--- src/rtl/pc_sequencer.sv ---
// pc_sequencer: fetch-side controller and PC writer.
// Boots the PC from a two-word reset vector in instruction memory, then
// fetches 16-bit (bit0=0) or 32-bit (bit0=1, two words) instructions and
// hands each completed one to the IF/ID boundary with its address.
module pc_sequencer #(
  parameter int unsigned       ADDR_W         = 32,
  parameter logic [ADDR_W-1:0] RESET_VEC_ADDR = '0
) (
  input  logic              clk,
  input  logic              rst,
  input  logic              stall,
  input  logic              redirect,
  input  logic [ADDR_W-1:0] redirect_pc,
  input  logic [ADDR_W-1:0] pc_q,
  output logic              pc_we,
  output logic [ADDR_W-1:0] pc_next,
  output logic [ADDR_W-1:0] imem_addr,
  input  logic [15:0]       imem_data,
  output logic [31:0]       instr,
  output logic [ADDR_W-1:0] instr_pc,
  output logic              instr_valid
);

  localparam logic [1:0] BOOT0    = 2'd0;
  localparam logic [1:0] BOOT1    = 2'd1;
  localparam logic [1:0] FETCH    = 2'd2;
  localparam logic [1:0] FETCH_HI = 2'd3;

  logic [1:0]  state;
  logic [1:0]  next_state;
  logic [15:0] boot_hi;
  logic [15:0] instr_hi;
  logic        take_boot;
  logic        take_hi;
  logic        done;
  logic [31:0] done_instr;
  logic [31:0] boot_vec;

  assign boot_vec = {boot_hi, imem_data};

  // Next-state, memory address and PC write decode; redirect beats stall.
  always_comb begin
    next_state = state;
    pc_we      = 1'b0;
    pc_next    = pc_q;
    imem_addr  = pc_q;
    take_boot  = 1'b0;
    take_hi    = 1'b0;
    done       = 1'b0;
    done_instr = '0;
    case (state)
      BOOT0: begin
        imem_addr  = RESET_VEC_ADDR;
        take_boot  = 1'b1;
        next_state = BOOT1;
      end
      BOOT1: begin
        imem_addr  = RESET_VEC_ADDR + ADDR_W'(1);
        pc_we      = 1'b1;
        pc_next    = ADDR_W'(boot_vec);
        next_state = FETCH;
      end
      FETCH: begin
        if (redirect) begin
          pc_we   = 1'b1;
          pc_next = redirect_pc;
        end else if (!stall) begin
          if (!imem_data[0]) begin
            done       = 1'b1;
            done_instr = {16'h0000, imem_data};
            pc_we      = 1'b1;
            pc_next    = pc_q + ADDR_W'(1);
          end else begin
            take_hi    = 1'b1;
            next_state = FETCH_HI;
          end
        end
      end
      FETCH_HI: begin
        imem_addr = pc_q + ADDR_W'(1);
        if (redirect) begin
          pc_we      = 1'b1;
          pc_next    = redirect_pc;
          next_state = FETCH;
        end else if (!stall) begin
          done       = 1'b1;
          done_instr = {instr_hi, imem_data};
          pc_we      = 1'b1;
          pc_next    = pc_q + ADDR_W'(2);
          next_state = FETCH;
        end
      end
      default: next_state = BOOT0;
    endcase
  end

  // Control state plus the boot-vector and instruction high-half latches.
  always_ff @(posedge clk or negedge rst) begin
    if (!rst) begin
      state    <= BOOT0;
      boot_hi  <= '0;
      instr_hi <= '0;
    end else begin
      state <= next_state;
      if (take_boot) boot_hi  <= imem_data;
      if (take_hi)   instr_hi <= imem_data;
    end
  end

  // IF/ID outputs: pulse valid on completion, otherwise hold instr/instr_pc.
  always_ff @(posedge clk or negedge rst) begin
    if (!rst) begin
      instr       <= '0;
      instr_pc    <= '0;
      instr_valid <= 1'b0;
    end else begin
      instr_valid <= done;
      if (done) begin
        instr    <= done_instr;
        instr_pc <= pc_q;
      end
    end
  end

endmodule

--- config.mk ---
export PLATFORM = sky130hd
export DESIGN_NAME = pc_sequencer
export DESIGN_NICKNAME = d
export VERILOG_FILES = /design/src/rtl/pc_sequencer.sv
export SDC_FILE = /design/constraint.sdc
export NUM_CORES = 1
export LEC_CHECK = 0
export ABC_AREA = 1
export BUFFER_PORTS_ARGS = -buffer_cell sky130_fd_sc_hd__clkbuf_2
export CORE_UTILIZATION = 36
export DETAILED_ROUTE_END_ITERATION = 8
export PLACE_DENSITY_LB_ADDON = 0.12
export SLEW_MARGIN = 10
export SYNTH_ARGS = -nofsm -noshare
export SYNTH_HDL_FRONTEND = slang
export SYNTH_SLANG_ARGS = --single-unit
--- constraint.sdc ---
create_clock -name clk -period 2.7 [get_ports clk]
set_input_delay 0.27 -clock clk [delete_from_list [all_inputs] [get_ports clk]]
set_output_delay 0.27 -clock clk [all_outputs]
set_load 0.02 [all_outputs]
### Yosys cells after proc, flatten, opt, wreduce, memory -nomap -nowiden

Index checks and enable logic that the tools add are counted.

* bits of input ports: 84
* output and inout port bits: 130
* register bits: 99
* logic and storage cells: 50

* reductions and logical operators: 2
* mux-type cells: 33
* add/subtract/negate cells: 2
* eq/ne operators: 7

Operators by type and width (count)
* 32-bit two-way mux: 7
* 32-bit case mux with 3 select lines: 2
* 32-bit case mux with 2 select lines: 1
* 16-bit two-way mux: 3
* 32-bit by 1-bit adder with 32-bit output (second input constant): 1
* 32-bit by 2-bit adder with 32-bit output (second input constant): 1
* 1-bit two-way mux: 12
* 2-bit two-way mux: 5
* 2-bit case mux with 4 select lines: 1
* 2-bit inequality test (second input constant): 3
* 2-bit equality test (second input constant): 2
* 4-bit AND reduction: 1
* 3-bit inequality test (second input constant): 1
* 1-bit case mux with 3 select lines: 1
* 2-bit by 1-bit equality test with 1-bit output (second input constant): 1
* 2-bit zero test: 1
* 1-bit case mux with 2 select lines: 1

### Logic depth before layout (Yosys ltp)

* word-level depth: 5
* mapped depth: 11
* depth with buffers taken out: 11

### Worst setup path before layout

Ideal clock, no wire load.

* path kind: register -> output
* from: register state[0]
* to: output imem_addr[27]
* required time: 2430 ps
* path buffers: 1
* slack: 890 ps
* cell stages (with the launch flop): 5
* arrival: 1540 ps
* path through: dfrtp_1 nor2_2 clkinv_1 clkbuf_1 o21ai_0

* longest elaborated chain between the ends: 2
* elaborated cells on any way between the ends: 4
* classes of those cells: eq/ne: 2; mux: 1; reduce/logical: 1

Ends and longest elaborated chain
* from (decl): RTL line 29 `logic [1:0] state;`
* from (signal assigned): RTL line 104 `state <= next_state;`
* 2-bit equality test (tied with other cells): RTL line 51 `case (state)`
* 32-bit case mux with 3 select lines (*): RTL line 51
* to (decl): RTL line 17 `output logic [ADDR_W-1:0] imem_addr,`

Mark *: on every way between the ends. The rest lies on a longest branch, timed or not.

### Worst setup path in the final report

* from: input pc_q[2]
* to: output pc_next[13]

* longest elaborated chain between the ends: 5
* elaborated cells on any way between the ends: 8
* classes of those cells: add/sub: 2; mux: 6

Ends and longest elaborated chain
* from (decl): RTL line 14 `input logic [ADDR_W-1:0] pc_q,`
* 32-bit by 1-bit adder with 32-bit output: RTL line 72 `pc_next = pc_q + ADDR_W'(1);`
* 32-bit two-way mux: RTL line 68 `if (!imem_data[0]) begin`
* 32-bit two-way mux: RTL line 67 `end else if (!stall) begin`
* 32-bit two-way mux: RTL line 64 `if (redirect) begin`
* 32-bit case mux with 3 select lines (*): RTL line 51
* to (decl): RTL line 16 `output logic [ADDR_W-1:0] pc_next,`

Marks and branches as above.

==> impl_metrics.toml <==
[power_and_ir_drop]
ir_worst_vdd_uv = 404
p_leak_nw = 4.42
power_density_mw_per_mm2 = 586
p_total_mw = 5.23

[critical_path]
startpoint_type = "input port"
crit_path_end_kind = "output pin"
cp_data_required_time_ns = 2.43
cp_data_arrival_time_ns = 2.17
critPathMaxFanout = 6
worstSetupPathType = "in -> out"

[die]
fp.coreArea_mm2 = 0.0197
ios = 214
start_util_pct = 37.3
die-area_mm2 = 0.0210
die_x_um = 145
die_h_um = 145
row_count = 51

[logic_synthesis]
synth_commonest_cells = "nand2_1 (310), nand3_1 (170), nor2_1 (141)"
yosys.area.top_type_share_pct = 33.7
ys_ff_latch = 99
avgSynthCellArea_um2 = 6.41
yosys_warnings = 0
syn_inst = 1147
synth_edf_count = 0
synth_most_common_cell = "nand2_1"
synth.yosys.seq_area_share_pct = 33.7
ys_top_cells_by_area = "dfrtp_1 (34%), nand2_1 (16%), nand3_1 (12%)"
synth_flop_cell = "dfrtp_1"
synth_area_mm2 = 0.00736
yosys.area.top_type = "dfrtp_1"
synth_nets = 1233
synth_cell_type_count = 34
async_flop_share_pct = 100

[drt]
routed_via_density = 5.31
drtIter0Drc = 716
ant_nets = 0
drc = 0
vias = 8489
dr.pass1.iters = 7
wl_per_cell_um = 18.2
drt-total-wl_um = 29200

[clock_tree]
insertion_delay_ns = 0.37
clkTransAtPathRegs_ns = 0.08
postCtsHoldBufs = 1
cts_inserted_buffers = 9
cts_tree = "yes"
numClockSinks = 99
cts-resized-gates = 0
clock_path_buffers = 2
post_cts_buffers = 0
htreeDepth = 3
clockRootBuffer = "clkbuf_16"

[timing]
skew_ns = 0.00964
final-max-slew-violation-count = 0
fin_crit_sh_pct = 90.2
setup_viol = 0
tightest_slew_ns = 0.594
fin_tns_setup_ns = 0
rsz0062_at_grt = "no"
max_clock_freq_ghz = 0.411
hold_viol = 0
relSlewSlack_pct = 60.4
post-route-min-period_ns = 2.44

[final_layout]
n_antenna_cell = 0
area_delta_synth_final_pct = 21.4
fill_cells = 2143
finish.utilization_pct = 45.3
drive_above_1_share_pct = 23.2
fin_nets = 1415
fin_area_mm2 = 0.00893

[global_routing]
grt-ovfl-total = 0
grt_first_pass_wirelength_um = 45200
grt_usage_pct = 27.7
grt_pass1_vias = 7938
antenna_found_initial = 0
grt_max_degree = 58

[hold_path]
hold_class = "in -> reg"

[place]
io_buffers = 213
post_dp_cell_area_mm2 = 0.00861
place.gp.congestion = 0.937
hpwl_um = 21800

[flow_run]
cap_violations = 0

[run_status]
status = "completed"
-- metrics by stage --
| step | setup slack (ns) | hold slack [ns] | instances |
|---|---|---|---|
| final | 0.265 | 0.143 | 1599 |
| after global routing | 0.153 | 0.162 | 1599 |
| after CTS | 0.287 | 0.131 | 1599 |
| after detailed placement | 0.363 | 0.306 | 1582 |
| after global placement | 0.442 | 0.307 | 1582 |
| after floorplan | 0.890 | -0.0256 | 1147 |
-- placed cells by master, fill, tap and decap left out, types with 13 or more instances in the layout --
cell type,n
nand3_1,170
nor2_1,140
nand2_1,310
o21ai_0,88
buf_4,24
inv_1,79
a21oi_1,67
dfrtp_1,99
clkbuf_2,212
nand4_1,32
nand2_2,13
nor2_2,15
-- area by class of cell --
class / count / area (µm²) / share of cell area (%)
well taps: 265 / 332 / 3.71
clock inverters: 6 / 68.8 / 0.771
repair buffers: 239 / 1290 / 14.5
multi-input cells: 896 / 4210 / 47.1
flip-flops and latches: 99 / 2480 / 27.7
clock buffers: 10 / 239 / 2.68
inverters: 84 / 315 / 3.53
-- state kept, by name (all words and copies together), names as in the netlist --
name / count
instr: 32
instr_pc: 32
boot_hi: 16
instr_hi: 16
state: 2
instr_valid: 1
-- worst max-delay path: stages --
cell and delay (ns):
clkbuf_2 0.17, ha_1 0.24, nand2_1 0.16, nor2_1 0.33, inv_1 0.14, nor2_4 0.20
nand2_1 0.09, nand3_1 0.08, nand2_1 0.06, nand3_1 0.06, nand4_1 0.14, clkbuf_2 0.20
-- final timing paths --
kind,from,end,slack [ns],cells past startpoint
worst max-delay path,pc_q[2],pc_next[13],0.26,12
worst min-delay path,imem_data[2],instr[2],0.14,3
worst max register to register,state[1],instr_pc[12],0.65,7
worst min register to register,instr_hi[0],instr_hi[0],0.46,2
max in group asynchronous,rst,boot_hi[10],1.53,3
min in group asynchronous,rst,instr[21],0.43,2
-- routing by layer --
layer  wire, µm  track usage (%)
met2      13000             42.5
met1      13500             39.2
met4        968             11.9
met5          0                0
met3       1660             3.36
-- power by group --
group | internal [mW] | leakage (nW) | switching, mW
combinational | 0.591 | 3.08 | 1.23
clock | 0.681 | 0.147 | 0.682
sequential | 1.85 | 1.20 | 0.206
total | 3.12 | 4.42 | 2.11
-- cells by family (layout without fill, tap and decap cells) --
logic type	after synthesis	after routing	synth area share [%]
DFF	99	99	33.7
xor gates and xnor gates	9	9	1.07
AOI/OAI and AO/OA	182	182	13.2
and+or+nand+nor	702	702	42.4
muxes	1	1	0.153
adders and majority gates	2	2	0.340
buffers and inverters	152	339	9.17
Power figures use the tool's default switching activity.
